`config.mk`:
```
export PLATFORM = sky130hd
export DESIGN_NAME = ctrl_pipe_chain
export DESIGN_NICKNAME = d
export VERILOG_FILES = /design/src/rtl/ctrl_pipe_chain.sv
export SDC_FILE = /design/constraint.sdc
export NUM_CORES = 1
export LEC_CHECK = 0
export CORE_MARGIN = 1
export CORE_UTILIZATION = 40
export DETAILED_ROUTE_END_ITERATION = 10
export PLACE_DENSITY = 0.79
export REMOVE_ABC_BUFFERS = 1
export SLEW_MARGIN = 15
export SYNTH_ARGS = -nofsm -noshare
export SYNTH_HDL_FRONTEND = slang
export SYNTH_SLANG_ARGS = --single-unit
```
`constraint.sdc`:
```
create_clock -name clk_i -period 1.8 [get_ports clk_i]
set_input_delay 0.36 -clock clk_i [delete_from_list [all_inputs] [get_ports clk_i]]
set_output_delay 0.36 -clock clk_i [all_outputs]
set_load 0.01 [all_outputs]
```
`src/rtl/ctrl_pipe_chain.sv`:
```
// Control-word pipeline: packs raw decoder control bits and carries them through STAGES
// registers with hold, flush/stall bubble insertion and a saturating bubble counter.
module ctrl_pipe_chain #(
  parameter int unsigned CTRL_W = 8,
  parameter int unsigned OUT_W  = 32,
  parameter int unsigned STAGES = 3,
  parameter int unsigned CNT_W  = 16
) (
  input  logic                      clk_i,
  input  logic                      rst_i,
  input  logic [CTRL_W-1:0]         ctrl_i,
  input  logic                      valid_i,
  input  logic                      stall_i,
  input  logic                      flush_i,
  input  logic                      hold_i,
  output logic [STAGES*OUT_W-1:0]   ctrl_o,
  output logic [STAGES-1:0]         valid_o,
  output logic [CNT_W-1:0]          bubble_cnt_o
);

  // Only the raw control bits are stored; the zero padding is constant wiring.
  logic [STAGES*CTRL_W-1:0] word_q, word_d, word_in;
  logic [STAGES-1:0]        valid_q, valid_d, valid_in;
  logic [CNT_W-1:0]         cnt_q, cnt_d;
  logic                     load;

  always_comb begin
    load     = valid_i && !stall_i && !flush_i;
    word_in  = '0;
    valid_in = '0;
    word_in[CTRL_W-1:0] = load ? ctrl_i : '0;
    valid_in[0]         = load;

    word_d  = word_q;
    valid_d = valid_q;
    cnt_d   = cnt_q;
    if (!hold_i) begin
      // Shift toward the last stage; stage 0 takes the new word or a bubble.
      word_d  = (word_q << CTRL_W) | word_in;
      valid_d = (valid_q << 1) | valid_in;
      if (!load && (cnt_q != {CNT_W{1'b1}})) begin
        cnt_d = cnt_q + {{(CNT_W-1){1'b0}}, 1'b1};
      end
    end
  end

  always_ff @(posedge clk_i or negedge rst_i) begin
    if (!rst_i) begin
      word_q  <= '0;
      valid_q <= '0;
      cnt_q   <= '0;
    end else begin
      word_q  <= word_d;
      valid_q <= valid_d;
      cnt_q   <= cnt_d;
    end
  end

  always_comb begin
    ctrl_o = '0;
    for (int k = 0; k < STAGES; k++) begin
      ctrl_o[k*OUT_W +: CTRL_W] = word_q[k*CTRL_W +: CTRL_W];
    end
  end

  assign valid_o      = valid_q;
  assign bubble_cnt_o = cnt_q;

endmodule

```
==> summary.md <==
| Metric | Value |
|---|---|
| Clock latency at the later pin of the worst-skew pair | `0.29 ns` |
| Average detailed-routed wire length per instance | `11.66 µm` |
| YS warnings | `0` |
| Buffers added on ports | `56` |
| Capturing element type of the critical path | `primary output` |
| Worst Path Max Fanout | `11` |
| All-Layer GR Usage | `14.03%` |
| Root buffer cell | `clkbuf_8` |
| Unrepaired setup endpoints after global routing | `false` |
| CTS clock-pin slew for the worst setup and hold paths | `0.08 ns` |
| Initial Utilization | `41.43%` |
| Pin count of the biggest net entering global routing | `28` |
| CP Buf/Inv Count | `1` |
| Critical setup path kind | `reg2out` |
| Area enclosed by the die boundary | `6413 µm²` |
| Vias in the first global route | `1,478` |
| Area leader, netlist | `dfrtp_1` |
| Arrival @ worst endpoint | `1.35 ns` |
| Total design power | `0.002602 W` |
| Cells along the critical path | `clkdlybuf4s50_1` |
| Sink Count | `43` |
| Post-CTS Setup Bufs | `0` |
| Hold buffers post-CTS | `0` |
| Prevailing post-synth register cell | `dfrtp_1` |
| Worst supply voltage drop on vdd | `0.3762 mV` |
| Post-synthesis sequential area ratio | `44.13%` |
| Area of the core region | `5886 µm²` |
| Post-Route Skew | `0.007043 ns` |
| Synth cell types | `38` |
| Post-synthesis sequential element count | `43` |
| Antenna violations before repair | `0` |
| Most instantiated library cell after synthesis | `buf_4` |
| Wire length of the first global-routing pass | `6.851 mm` |
| Signed area change from the synthesized netlist to the final layout | `22.17%` |
| Number of standard-cell rows in the floorplan | `28` |
| Final wirelength | `4.127 mm` |
| Post-DP HPWL | `3.190 mm` |
| CTS max path bufs | `2` |
| Antenna Nets Post-Route | `0` |
| Remaining DRCs | `0` |
| Non-Filler Cell Area, Final | `2979 µm²` |
| Die boundary height | `80.08 µm` |
| PostCTS Resize Cnt | `1` |
| Deepest level of the CTS H-tree | `2` |
| Number of CTS-inserted buffers | `5` |
| Syn Std Cell Area | `2439 µm²` |
| Top cells by count, synth | `buf_4, dfrtp_1, mux2_2, nand3_1` |
| Required time of the critical path | `1.44 ns` |
| Number of hold violations in the final report | `0` |
| CP startpoint kind | `register` |
| Share of post-route cells with drive strength above 1 | `17.92%` |
| Status | `finished clean` |
| Synthesized area divided by synthesized cell count | `11.40 µm²` |
| Violation count after the first detailed-route iteration | `24` |
| FILL cells | `556` |
| Share of synthesized flip-flops with an asynchronous set or reset | `100.0%` |
| Count of mapped cells out of synthesis | `214` |
| Die extent in x | `80.08 µm` |
| Max-slew violation count | `0` |
| Final nets | `293` |
| Final setup vio count | `0` |
| Time the worst path needs with I/O delays and setup | `1.707 ns` |
| Share of the cycle needed by the critical path after routing | `94.83%` |
| Top-Level Pins | `129` |
| Max cap viols | `0` |
| Proportion of netlist area held by the largest area contributor | `44.13%` |
| Stage delay of the slowest cell on the critical path | `0.57 ns` |
| Antenna Diode Count | `0` |
| Maximum clock frequency | `585.9 MHz` |
| Standard cell with the maximum stage delay on the critical path | `clkdlybuf4s50_1` |
| Clock tree from TritonCTS | `done` |
| Post-place instance area | `2863 µm²` |
| Total grt overflow | `0` |
| Via density per instance | `4.559` |
| Final GP Congestion | `0.8199` |
| DRT Pass-1 Iters | `4` |
| Hold/Removal Path Class | `in2async` |
| Number of enable flip-flop cells after synthesis | `0` |
| Largest cells by area after synthesis | `dfrtp_1, buf_4, mux2_2, a22o_1, xnor2_1` |
| Power density of the placed cells | `873.4 nW/µm²` |
| Leakage Power | `1.417 nW` |
| Via count | `1,614` |
| CP top delay family | `buffers and inverters` |
-- cells in the final DEF, fill, tap and decap left out, types with 5 or more instances in the layout --
master	netlist	layout
mux2_2	18	18
dfrtp_1	43	42
clkbuf_8	0	5
clkdlybuf4s50_1	0	55
nand4_1	5	5
nand2_1	7	7
buf_4	72	6
xnor2_1	8	8
nand3_1	10	10
a22o_1	8	8
conb_1	1	72
-- per-stage QoR --
step / worst slack, ns / cells / TNS, ns / hold WS [ns] / utilization, %
floorplan: 0.2072 / 207 / 0 / 0.06441 / -
global placement: -0.2089 / 346 / -3.147 / 0.3506 / 48.64
detailed placement: -0.2774 / 346 / -3.662 / 0.3496 / 48.64
CTS: 0.03708 / 354 / 0 / 0.02467 / 50.57
global route: 0.002009 / 354 / 0 / 0.03223 / 50.62
finish: 0.09311 / 354 / 0 / 0.01316 / 50.62
-- final timing paths --
| check | from | endpoint | slack (ns) | depth (start not counted) |
|---|---|---|---|---|
| min in group clk_i | word_q[19] | word_q[19] | 0.51 | 1 |
| max | bubble_cnt_o[5] | bubble_cnt_o[5] | 0.09 | 1 |
| max reg2reg | bubble_cnt_o[0] | bubble_cnt_o[11] | 0.14 | 5 |
| min reg2reg | word_q[19] | word_q[19] | 0.51 | 1 |
| max in group asynchronous | rst_i | word_q[7] | 1.30 | 2 |
| min | rst_i | bubble_cnt_o[15] | 0.01 | 1 |
-- report_power, final --
part | leakage (nW) | switching [W] | internal [W]
sequential | 0.578 | 0.000137 | 0.00107
clock | 0.0581 | 0.000341 | 0.000413
combinational | 0.781 | 0.000301 | 0.000339
total | 1.42 | 0.000779 | 0.00182
-- cell families (layout without fill, tap and decap cells) --
group / count (synthesis) / in the layout / synth area share (%)
AOI/OAI and AO/OA: 16 / 16 / 5.439
xor gates and xnor gates: 9 / 9 / 3.233
adders and majority gates: 1 / 1 / 0.5130
buffers and inverters: 79 / 73 / 23.81
DFF: 43 / 43 / 44.13
muxes: 22 / 22 / 10.31
other: 1 / 72 / 0.1538
and+or+nand+nor: 43 / 43 / 12.42
-- routing by layer --
layer	wire length, µm	up-vias	track usage [%]
met5	0	-	0
met4	74	0	5.714
met3	397	8	5.000
met2	1990	99	22.74
met1	1664	779	16.88
li1	-	728	-
-- cell type report --
type                       count  area, µm²  area share [%]
sequential                    43       1077           36.16
tap                           75      93.84           3.150
clock buffer                   5      68.82           2.310
timing repair buffer          64      640.6           21.50
clock inverter                 3      43.79           1.470
inverter                       1      3.754          0.1260
multi-input combinational    163       1051           35.28
-- flip-flops by register name, indices dropped and copies added, names as in the netlist --
name	cells
valid_o	3
word_q	24
bubble_cnt_o	16
No activity file was read; power rests on OpenSTA's default activity.
